--- config.mk ---
export PLATFORM = sky130hd
export DESIGN_NAME = key_conditioner_flat
export DESIGN_NICKNAME = d
export VERILOG_FILES = /design/src/rtl/key_conditioner_if.sv /design/src/rtl/key_conditioner.sv /design/src/flat_wrapper.sv
export SDC_FILE = /design/constraint.sdc
export NUM_CORES = 1
export LEC_CHECK = 0
export CORE_AREA = 2 2 131 133
export CTS_BUF_LIST = sky130_fd_sc_hd__clkbuf_16
export CTS_CLUSTER_DIAMETER = 100
export DETAILED_ROUTE_END_ITERATION = 8
export DIE_AREA = 0 0 133 135
export PLACE_DENSITY = 0.88
export SYNTH_ARGS = -nofsm -noshare
export SYNTH_HDL_FRONTEND = slang
export SYNTH_SLANG_ARGS = --single-unit
--- constraint.sdc ---
create_clock -name i_clk -period 6.98 [get_ports i_clk]
set_clock_uncertainty 0.2 [all_clocks]
set_input_delay 2.094 -clock i_clk [delete_from_list [all_inputs] [get_ports i_clk]]
set_output_delay 2.094 -clock i_clk [all_outputs]
set_load 0.1 [all_outputs]
--- src/rtl/key_conditioner_if.sv ---
// rtl/key_conditioner_if.sv - push-button channel bundle between board keys, key_conditioner and its consumer
interface key_conditioner_if #(
   parameter int NUM_KEYS = 3
);
   logic [NUM_KEYS-1:0] i_key_n;
   logic [NUM_KEYS-1:0] o_level;
   logic [NUM_KEYS-1:0] o_press;
   logic [NUM_KEYS-1:0] o_release;
   logic [NUM_KEYS-1:0] o_short;
   logic [NUM_KEYS-1:0] o_long;

   // consumer side: drives the raw keys, observes conditioned events
   modport master (
      output i_key_n,
      input  o_level,
      input  o_press,
      input  o_release,
      input  o_short,
      input  o_long
   );

   // conditioner side
   modport slave (
      input  i_key_n,
      output o_level,
      output o_press,
      output o_release,
      output o_short,
      output o_long
   );
endinterface

--- src/rtl/key_conditioner.sv ---
// rtl/key_conditioner.sv - per-key synchronizer, debounce, press/release/short/long pulses; auto-repeat under KEY_AUTOREPEAT_EN
module key_conditioner #(
   parameter int NUM_KEYS        = 3,
   parameter int DEBOUNCE_CYCLES = 1000000,
   parameter int LONG_CYCLES     = 50000000,
   parameter int REPEAT_CYCLES   = 10000000
) (
   input  logic             i_clk,
   input  logic             i_rst,
   key_conditioner_if.slave kif
);

   localparam int DB_W   = $clog2(DEBOUNCE_CYCLES);
   localparam int HOLD_W = $clog2(LONG_CYCLES + 1);

   localparam logic [DB_W-1:0]   DB_LAST   = DB_W'(DEBOUNCE_CYCLES - 1);
   localparam logic [HOLD_W-1:0] LONG_LAST = HOLD_W'(LONG_CYCLES - 1);
   localparam logic [HOLD_W-1:0] HOLD_MAX  = HOLD_W'(LONG_CYCLES);

`ifdef KEY_AUTOREPEAT_EN
   localparam int REP_W = (REPEAT_CYCLES > 1) ? $clog2(REPEAT_CYCLES) : 1;
   localparam logic [REP_W-1:0] REP_LAST = REP_W'(REPEAT_CYCLES - 1);
`endif

   // Reject parameter sets the channel FSM cannot honour
   if (DEBOUNCE_CYCLES < 2 || LONG_CYCLES <= DEBOUNCE_CYCLES || REPEAT_CYCLES < 2) begin : g_param_check
      $error("key_conditioner: illegal DEBOUNCE/LONG/REPEAT cycle parameters");
   end

   typedef enum logic [2:0] {
      ST_IDLE,
      ST_PRESS_DB,
      ST_HELD,
      ST_LONG_HELD,
      ST_RELEASE_DB
   } state_t;

   logic [NUM_KEYS-1:0] level_v;
   logic [NUM_KEYS-1:0] press_v;
   logic [NUM_KEYS-1:0] release_v;
   logic [NUM_KEYS-1:0] short_v;
   logic [NUM_KEYS-1:0] long_v;

   for (genvar k = 0; k < NUM_KEYS; k++) begin : g_key
      logic [1:0]        sync_q, sync_d;
      logic              s;
      state_t            state_q, state_d;
      logic [DB_W-1:0]   db_cnt_q, db_cnt_d;
      logic [HOLD_W-1:0] hold_cnt_q, hold_cnt_d;
      logic [HOLD_W-1:0] hold_inc;
      logic              long_flag_q, long_flag_d;
      logic              level_q, level_d;
      logic              press_q, press_d;
      logic              release_q, release_d;
      logic              short_q, short_d;
      logic              long_q, long_d;
`ifdef KEY_AUTOREPEAT_EN
      logic [REP_W-1:0]  rep_cnt_q, rep_cnt_d;
`endif

      // Two-stage synchronizer shift; stage 1 is the metastability catcher
      always_comb begin
         sync_d = {sync_q[0], kif.i_key_n[k]};
      end

      assign s = ~sync_q[1];

      // Hold counter advance, pinned at LONG_CYCLES so it never wraps
      always_comb begin
         hold_inc = (hold_cnt_q == HOLD_MAX) ? hold_cnt_q : hold_cnt_q + HOLD_W'(1);
      end

      // Channel FSM: debounce in both directions, hold timing, event pulses
      always_comb begin
         state_d     = state_q;
         db_cnt_d    = db_cnt_q;
         hold_cnt_d  = hold_cnt_q;
         long_flag_d = long_flag_q;
         level_d     = level_q;
         press_d     = 1'b0;
         release_d   = 1'b0;
         short_d     = 1'b0;
         long_d      = 1'b0;
`ifdef KEY_AUTOREPEAT_EN
         rep_cnt_d   = rep_cnt_q;
`endif
         case (state_q)
            ST_IDLE: begin
               if (s) begin
                  state_d  = ST_PRESS_DB;
                  db_cnt_d = DB_W'(1);
               end
            end
            ST_PRESS_DB: begin
               if (!s) begin
                  state_d  = ST_IDLE;
                  db_cnt_d = '0;
               end else if (db_cnt_q == DB_LAST) begin
                  state_d    = ST_HELD;
                  db_cnt_d   = '0;
                  hold_cnt_d = '0;
                  level_d    = 1'b1;
                  press_d    = 1'b1;
               end else begin
                  db_cnt_d = db_cnt_q + DB_W'(1);
               end
            end
            ST_HELD: begin
               hold_cnt_d = hold_inc;
               // release beats the long threshold when both land together
               if (!s) begin
                  state_d     = ST_RELEASE_DB;
                  db_cnt_d    = DB_W'(1);
                  long_flag_d = 1'b0;
               end else if (hold_cnt_q >= LONG_LAST) begin
                  state_d = ST_LONG_HELD;
                  long_d  = 1'b1;
`ifdef KEY_AUTOREPEAT_EN
                  rep_cnt_d = '0;
`endif
               end
            end
            ST_LONG_HELD: begin
               hold_cnt_d = hold_inc;
               if (!s) begin
                  state_d     = ST_RELEASE_DB;
                  db_cnt_d    = DB_W'(1);
                  long_flag_d = 1'b1;
               end
`ifdef KEY_AUTOREPEAT_EN
               else if (rep_cnt_q == REP_LAST) begin
                  press_d   = 1'b1;
                  rep_cnt_d = '0;
               end else begin
                  rep_cnt_d = rep_cnt_q + REP_W'(1);
               end
`endif
            end
            ST_RELEASE_DB: begin
               // a bounce back to pressed resumes the hold without resetting timers
               if (s) begin
                  state_d  = long_flag_q ? ST_LONG_HELD : ST_HELD;
                  db_cnt_d = '0;
               end else if (db_cnt_q == DB_LAST) begin
                  state_d   = ST_IDLE;
                  db_cnt_d  = '0;
                  level_d   = 1'b0;
                  release_d = 1'b1;
                  short_d   = ~long_flag_q;
               end else begin
                  db_cnt_d = db_cnt_q + DB_W'(1);
               end
            end
            default: begin
               state_d = ST_IDLE;
            end
         endcase
      end

      // Channel state register; reset parks the key as released
      always_ff @(posedge i_clk or posedge i_rst) begin
         if (i_rst) begin
            sync_q      <= 2'b11;
            state_q     <= ST_IDLE;
            db_cnt_q    <= '0;
            hold_cnt_q  <= '0;
            long_flag_q <= 1'b0;
            level_q     <= 1'b0;
            press_q     <= 1'b0;
            release_q   <= 1'b0;
            short_q     <= 1'b0;
            long_q      <= 1'b0;
`ifdef KEY_AUTOREPEAT_EN
            rep_cnt_q   <= '0;
`endif
         end else begin
            sync_q      <= sync_d;
            state_q     <= state_d;
            db_cnt_q    <= db_cnt_d;
            hold_cnt_q  <= hold_cnt_d;
            long_flag_q <= long_flag_d;
            level_q     <= level_d;
            press_q     <= press_d;
            release_q   <= release_d;
            short_q     <= short_d;
            long_q      <= long_d;
`ifdef KEY_AUTOREPEAT_EN
            rep_cnt_q   <= rep_cnt_d;
`endif
         end
      end

      assign level_v[k]   = level_q;
      assign press_v[k]   = press_q;
      assign release_v[k] = release_q;
      assign short_v[k]   = short_q;
      assign long_v[k]    = long_q;
   end

   assign kif.o_level   = level_v;
   assign kif.o_press   = press_v;
   assign kif.o_release = release_v;
   assign kif.o_short   = short_v;
   assign kif.o_long    = long_v;

endmodule

--- src/flat_wrapper.sv ---
// flat-port wrapper written by rule: the top's interface ports become plain ports
module key_conditioner_flat 
#(
   parameter int NUM_KEYS        = 3,
   parameter int DEBOUNCE_CYCLES = 1000000,
   parameter int LONG_CYCLES     = 50000000,
   parameter int REPEAT_CYCLES   = 10000000
)
  (i_clk, i_rst, kif_i_key_n, kif_o_level, kif_o_press, kif_o_release, kif_o_short, kif_o_long);
  key_conditioner_if #(.NUM_KEYS(NUM_KEYS)) kif_i ();
  input  logic i_clk;
  input  logic i_rst;
  input wire logic [$bits(kif_i.i_key_n)-1:0] kif_i_key_n;
  output wire logic [$bits(kif_i.o_level)-1:0] kif_o_level;
  output wire logic [$bits(kif_i.o_press)-1:0] kif_o_press;
  output wire logic [$bits(kif_i.o_release)-1:0] kif_o_release;
  output wire logic [$bits(kif_i.o_short)-1:0] kif_o_short;
  output wire logic [$bits(kif_i.o_long)-1:0] kif_o_long;
  assign kif_i.i_key_n = kif_i_key_n;
  assign kif_o_level = kif_i.o_level;
  assign kif_o_press = kif_i.o_press;
  assign kif_o_release = kif_i.o_release;
  assign kif_o_short = kif_i.o_short;
  assign kif_o_long = kif_i.o_long;
  key_conditioner #(.NUM_KEYS(NUM_KEYS), .DEBOUNCE_CYCLES(DEBOUNCE_CYCLES), .LONG_CYCLES(LONG_CYCLES), .REPEAT_CYCLES(REPEAT_CYCLES)) u_core (.i_clk(i_clk), .i_rst(i_rst), .kif(kif_i));
endmodule
Word level (Yosys, flattened, before mapping). Cells that the tools add are included.

Register bits: 171. Input bits: 5. Output and inout port bits: 15.

$add $sub $neg: 6. $lt $le $gt $ge: 3. Equality and inequality tests: 54. Mux-type cells: 117. Bitwise logic cells: 3. Reduce and logical (&&, ||, !) cells: 33.

Operator list (number): $mux 20 (15); $pmux 20 s4 (3); $mux 26 (9); $pmux 26 s2 (3); $add 26x1->26 const B (3); $eq 26x26->1 const B (3); $ge 26x26->1 const B (3); $mux 3 (24); $add 20x1->20 const B (3); $eq 20x20->1 const B (3); $mux 1 (54); $pmux 3 s5 (3); $ne 2x1->1 const B (18); $reduce_and 5->1 (6); $eq 3x2->1 const B (6); $ne 2x2->1 const B (9); $ne 3x1->1 const B (6); $reduce_and 3->1 (6); $reduce_bool 2->1 (9); $pmux 1 s2 (6); $reduce_and 4->1 (3); $reduce_bool 4->1 (3); $eq 3x1->1 const B (3); $eq 3x3->1 const B (3); other kinds (4) (12).

Logic depth before layout (Yosys ltp). Gate-level depths: netlist of the first run.

Depth after elaboration: 4. Depth in mapped cells: 10. Depth with buffers taken out: 8.

Worst setup path before layout of the first run. Ideal clock, no wire load.

Path kind: register to output. Start: register u_core.g_key[1].level_q. End: output kif_o_level[1]. Data arrival time: 0.623 ns. Path slack: 4.063 ns. Cell stages (with the launch flop): 2. Cell sequence: dfrtp_1 buf_4.

RTL lines: from (decl) (line key_conditioner.sv:52) `logic level_q, level_d;`; from (signal assigned) (line key_conditioner.sv:182) `level_q <= level_d;`; to (decl) (line flat_wrapper.sv:14) `output wire logic [$bits(kif_i.o_level)-1:0] kif_o_level;`.

No word-level cell between the ends.

Worst setup path after layout of the first run.
Start: register u_core.g_key[1].level_q. End: output kif_o_level[1].

No word-level cell between the ends.

==> results of run 1 <==
-- area by class of cell --
| type | instances | area share (%) |
|---|---|---|
| clock buffers | 17 | 4.24 |
| clock inverters | 14 | 0.848 |
| inverters | 30 | 1.30 |
| multi-input cells | 762 | 45.5 |
| flip-flops and latches | 171 | 42.7 |
| well taps | 220 | 2.74 |
| repair buffers | 29 | 2.64 |
-- cell families after synthesis --
kind of cell / share of synthesized area (%)
AO/OA/AOI/OAI: 11.0
buffers and inverters: 4.41
XOR/XNOR: 9.65
adder cells (fa/ha/maj): 1.22
flip-flops: 46.3
multiplexers: 0.811
AND/OR/NAND/NOR: 26.6
-- metrics by stage --
stage	cells	setup WS, ns
2_1_floorplan	1016	0.0641
3_3_place_gp	1212	3.00
3_5_place_dp	1212	2.99
4_1_cts	1243	2.73
5_1_grt	1243	2.70
6_report	1243	2.74
-- layer usage --
metal / vias to the layer above / wire length (um)
met2: 159 / 8900
met5: - / 0
li1: 3572 / -
met4: 0 / 284
met1: 3577 / 8440
met3: 25 / 647
-- synthesized netlist by cell type (10+ instances only) --
library cell  number  share of area, %
a211oi_1          18               1.5
a21oi_1           32               1.7
and3_1            20               1.4
and4_1            10              0.95
buf_4             16               1.3
clkbuf_1          27               1.1
dfrtp_1          165                45
inv_1             29               1.2
nand2_1           92               3.7
nand3_1           49               2.6
nand4_1           33               2.2
nor2_1           156               6.3
nor2b_1           10              0.68
nor3_1            29               1.6
nor4_1            16               1.1
o211ai_1          12              0.97
o21ai_0           45               2.4
o31ai_1           16               1.3
or3_1             17               1.1
xnor2_1           53               5.0
xor2_1            49               4.6
-- sequential cells by signal, indices dropped and copies added (netlist names) --
| signal | cells |
|---|---|
| u_core.g_key.db_cnt_q | 60 |
| u_core.g_key.state_q | 9 |
| u_core.g_key.press_q | 3 |
| u_core.g_key.release_q | 3 |
| u_core.g_key.short_q | 3 |
| u_core.g_key.hold_cnt_q | 78 |
| u_core.g_key.long_q | 3 |
| u_core.g_key.level_q | 3 |
| u_core.g_key.sync_q | 6 |
| u_core.g_key.long_flag_q | 3 |
-- path summary, 6_finish.rpt --
path,slack [ns],cells after the start,endpoint
setup / recovery,2.74,1,kif_o_level[1]
hold / removal,0.15,0,u_core.g_key[0].sync_q[1]
setup reg to reg,3.84,7,u_core.g_key[0].hold_cnt_q[17]
hold reg to reg,0.15,0,u_core.g_key[0].sync_q[1]
max in group asynchronous,3.50,3,u_core.g_key[2].db_cnt_q[18]
min in group asynchronous,1.98,2,u_core.g_key[1].release_q
-- power groups by stage --
stage | sequential [uW] | combinational, uW | clock (uW)
finish | 1040 | 135 | 833
CTS | 1040 | 137 | 845
floorplan | 1040 | 113 | 0
global placement | 1060 | 131 | 0
detailed placement | 1060 | 135 | 0
global route | 1050 | 155 | 889
==> flow_summary.ini, run 1 <==
[min_path]
worstHoldPathType = register to register
hold_start = u_core.g_key[0].sync_q[0]

[setup_path]
crit_fanout = 3
end_kind = primary output
cpPeakStageDelay_ns = 1.14
critPathLaunch = u_core.g_key[1].level_q
path_class = register to primary output
start_kind = register
r2r_start = u_core.g_key[0].hold_cnt_q[16]
path_cells = clkdlybuf4s50_1
crit_buf_inv = 1
required_ns = 4.69
cp_data_arrival_time_ns = 1.94
slowest_stage = clkdlybuf4s50_1
crit_family = buffers and inverters

[cells_and_area]
drive_gt1_share_pct = 6.65
nets = 1025
final_cell_mix = dfrtp_1 (165), nor2_1 (156), nand2_1 (92), xnor2_1 (53)
areaGrowthSynthToFinish_pct = 8.41
regArea_um2 = 4290
utilization_pct = 61.2
antenna_cells = 0
final_common_cell = dfrtp_1
postLayoutCellArea_um2 = 10000
nFillCells = 1298
multi_input_area_um2 = 4570

[clocking]
ctsHoldBuffers = 0
cts_root_buf = clkbuf_16
clock-sinks = 171
post_cts_resized = 0
cts_buffers = 17
cts_tree = yes
h-tree-depth = 4
cts_setup_buffers = 0
clk_pin_slew_ns = 0.06
clkLatencyLatePin_ns = 0.44
clockBufferDepth = 2

[synthesis]
syn_inst = 1016
synth_area_per_cell_um2 = 9.11
synth_cell_type_count = 69
synth-seq-cells = 171
synth_ff_type = dfrtp_1
syn_nets = 1030
synth_edf_count = 0
netlist_area_um2 = 9260
yosysWarnings = 0
seq_area_frac_synth_pct = 46.3
async_flop_share_pct = 100

[placed_design]
postPlaceCellArea_um2 = 9530
place.gp.congestion = 0.860
portBuffers = 19
dpl.hpwl_um = 11900

[pwr]
swShare_pct = 25.1
power.density_nw_per_um2 = 200
p_clk_share_pct = 41.4
pwr-share-seq_pct = 51.8
p_switching_uw = 504
ir_worst_vdd_mv = 0.206
p_leak_uw = 0.00408
finalPower_uw = 2010
pwr-share-comb_pct = 6.7
p_int_uw = 1510

[floorplan]
io_pins = 20
die-area_um2 = 18000
rows = 47
die_width_um = 133
initial_core_util_pct = 56.4
die_y_um = 135
core_area_um2 = 16400

[global_routing]
use_met1_pct = 28.2
busiest_layer = met2
grt-ovfl-total = 0
grt_pass1_wl_um = 31800
met3_usage_pct = 4.80
grt_max_degree = 95
gr-usage-met2_pct = 35.5
antenna_found_initial = 0
grt_usage_pct = 21.4
grt_pass1_vias = 6886

[sta]
finalHoldViolCount = 0
drv_slew = 0
setup_violations = 0
rsz0062_at_grt = no
period_needed_ns = 4.24
tightest_slew_ns = 0.998
fin_crit_sh_pct = 60.7
worst_slew_margin_rel_pct = 33.2
hold_slack_ns = 0.155
tns_ns = 0
max_freq_ghz = 0.236

[routing]
drt-total-wl_um = 18300
via_count = 7333
initialDrtViolationCount = 734
via_per_inst = 5.90
drcViolationCount = 0
first_pass_iters = 5
avgRoutedWirePerCell_um = 14.7
final_antenna_net_count = 0

[status]
status = finished clean

[flow_run]
cap_violations = 0
(Power assumes the default switching activity.)
==> run 2: changes to the inputs <==
clock period = 3.45 ns   (was 6.98 ns; I/O delays follow)
==> flow_summary.ini, run 2 (same netlist as run 1, synthesis figures left out) <==
[status]
status = finished clean

[clocking]
clock-sinks = 171
h-tree-depth = 4
clockBufferDepth = 2
cts_root_buf = clkbuf_16
ctsHoldBuffers = 0
post_cts_resized = 0
clk_pin_slew_ns = 0.07
cts_tree = yes
cts_buffers = 17
cts_setup_buffers = 0
clkLatencyLatePin_ns = 0.43

[placed_design]
place.gp.congestion = 0.892
dpl.hpwl_um = 12500
preCtsSetupSlack_ns = 0.624
portBuffers = 19

[pwr]
power.density_nw_per_um2 = 423
ir_worst_vdd_mv = 0.351
p_leak_uw = 0.00418

[global_routing]
grt_max_degree = 33
antenna_found_initial = 0
grt-ovfl-total = 0
grt_pass1_vias = 7183
grt_usage_pct = 22.3
grt_pass1_wl_um = 33200

[floorplan]
io_pins = 20
die-area_um2 = 18000
die_width_um = 133
rows = 47
core_area_um2 = 16400
initial_core_util_pct = 56.4
die_y_um = 135

[cells_and_area]
final_common_cell = dfrtp_1
nFillCells = 1292
antenna_cells = 0
regMostFlops = u_core.g_key.hold_cnt_q
nets = 1030
final_cell_mix = dfrtp_1 (165), nor2_1 (156), nand2_1 (92), xnor2_1 (53)
largest_reg_flops = 78
drive_gt1_share_pct = 8.36
largestRegisters = u_core.g_key.hold_cnt_q x78, u_core.g_key.db_cnt_q x60, u_core.g_key.state_q x9
regArea_um2 = 4290
areaGrowthSynthToFinish_pct = 9.87
multi_input_area_um2 = 4570

[setup_path]
slowest_stage = or3b_1
crit_fanout = 13
required_ns = 3.57
cpPeakStageDelay_ns = 0.61
cp_data_arrival_time_ns = 2.97
start_kind = register
path_class = register to register
path_cells = ha_1 > nand3_1 > nor4_1 > or3b_1 > a211oi_1 > nand3_1 > mux2i_1
end_kind = register
crit_top_cell = nand3_1

[sta]
tns_ns = 0
setup_slack_ns = 0.595
worst_slew_margin_rel_pct = 42.2
fin_crit_sh_pct = 82.7
period_needed_ns = 2.85
drv_slew = 0
max_freq_ghz = 0.350
tightest_slew_ns = 0.859
rsz0062_at_grt = no
finalHoldViolCount = 0
setup_violations = 0
hold_slack_ns = 0.163

[min_path]
worstHoldPathType = register to register

[routing]
avgRoutedWirePerCell_um = 15.3
drt-total-wl_um = 19100
via_per_inst = 5.99
initialDrtViolationCount = 736
drcViolationCount = 0
final_antenna_net_count = 0
via_count = 7482
first_pass_iters = 5

[flow_run]
cap_violations = 0
==> run 2: changes by cell type in the layout (fill, tap and decap cells not counted) <==
cell,previous run,this run
inv_6,2,1
clkdlybuf4s50_1,19,4
clkinv_1,0,2
clkinv_4,3,1
clkinvlp_4,1,4
inv_1,30,31
buf_12,0,5
bufinv_16,0,3
buf_4,10,25
clkinv_2,7,2
==> run 2: worst paths after layout <==
kind / startpoint / endpoint / slack (ns) / depth (start not counted)
worst max-delay path: u_core.g_key[2].db_cnt_q[0] / u_core.g_key[2].hold_cnt_q[23] / 0.60 / 7
worst min-delay path: u_core.g_key[0].sync_q[0] / u_core.g_key[0].sync_q[1] / 0.16 / 0
worst max register to register: u_core.g_key[2].db_cnt_q[0] / u_core.g_key[2].hold_cnt_q[23] / 0.60 / 7
worst min register to register: u_core.g_key[0].sync_q[0] / u_core.g_key[0].sync_q[1] / 0.16 / 0
max in group asynchronous: i_rst / u_core.g_key[1].sync_q[0] / 1.51 / 3
min in group asynchronous: i_rst / u_core.g_key[1].state_q[2] / 0.88 / 2
==> run 2: per-layer routing <==
metal | GRT usage, % | routed length (um) | vias up
met3 | 4.43 | 712 | 38
met4 | 8.84 | 414 | 0
met2 | 37.2 | 9420 | 209
met5 | 0 | 0 | -
met1 | 28.9 | 8540 | 3648
li1 | - | - | 3587
==> run 2: power breakdown <==
group          internal, uW  switching, uW
clock network          1130            779
registers              2040           63.8
logic                   110            176
total                  3280           1020
==> run 2: layout make-up <==
cell class / instances / area share (%)
Multi-Input combinational cell: 762 / 44.9
Sequential cell: 171 / 42.1
Clock buffer: 17 / 4.18
Timing Repair Buffer: 34 / 3.22
Tap cell: 220 / 2.71
Clock inverter: 15 / 1.56
Inverter: 30 / 1.27
==> run 2: metrics by stage <==
stage	std cells	power [uW]	utilization, %	instance area, um^2
floorplan	1016	2340	-	9260
global placement	1217	2420	58.4	9590
detailed placement	1217	2430	58.4	9590
CTS	1249	4320	62.0	10200
global route	1249	4460	62.0	10200
finish	1249	4300	62.0	10200
==> run 2: critical path, delay by kind of cell (launching register included) <==
family / cells / cell delay (ns)
and+or+nand+nor: 4 / 1.30
DFF: 1 / 0.43
AOI/OAI and AO/OA: 1 / 0.41
adders and majority gates: 1 / 0.27
muxes: 1 / 0.13
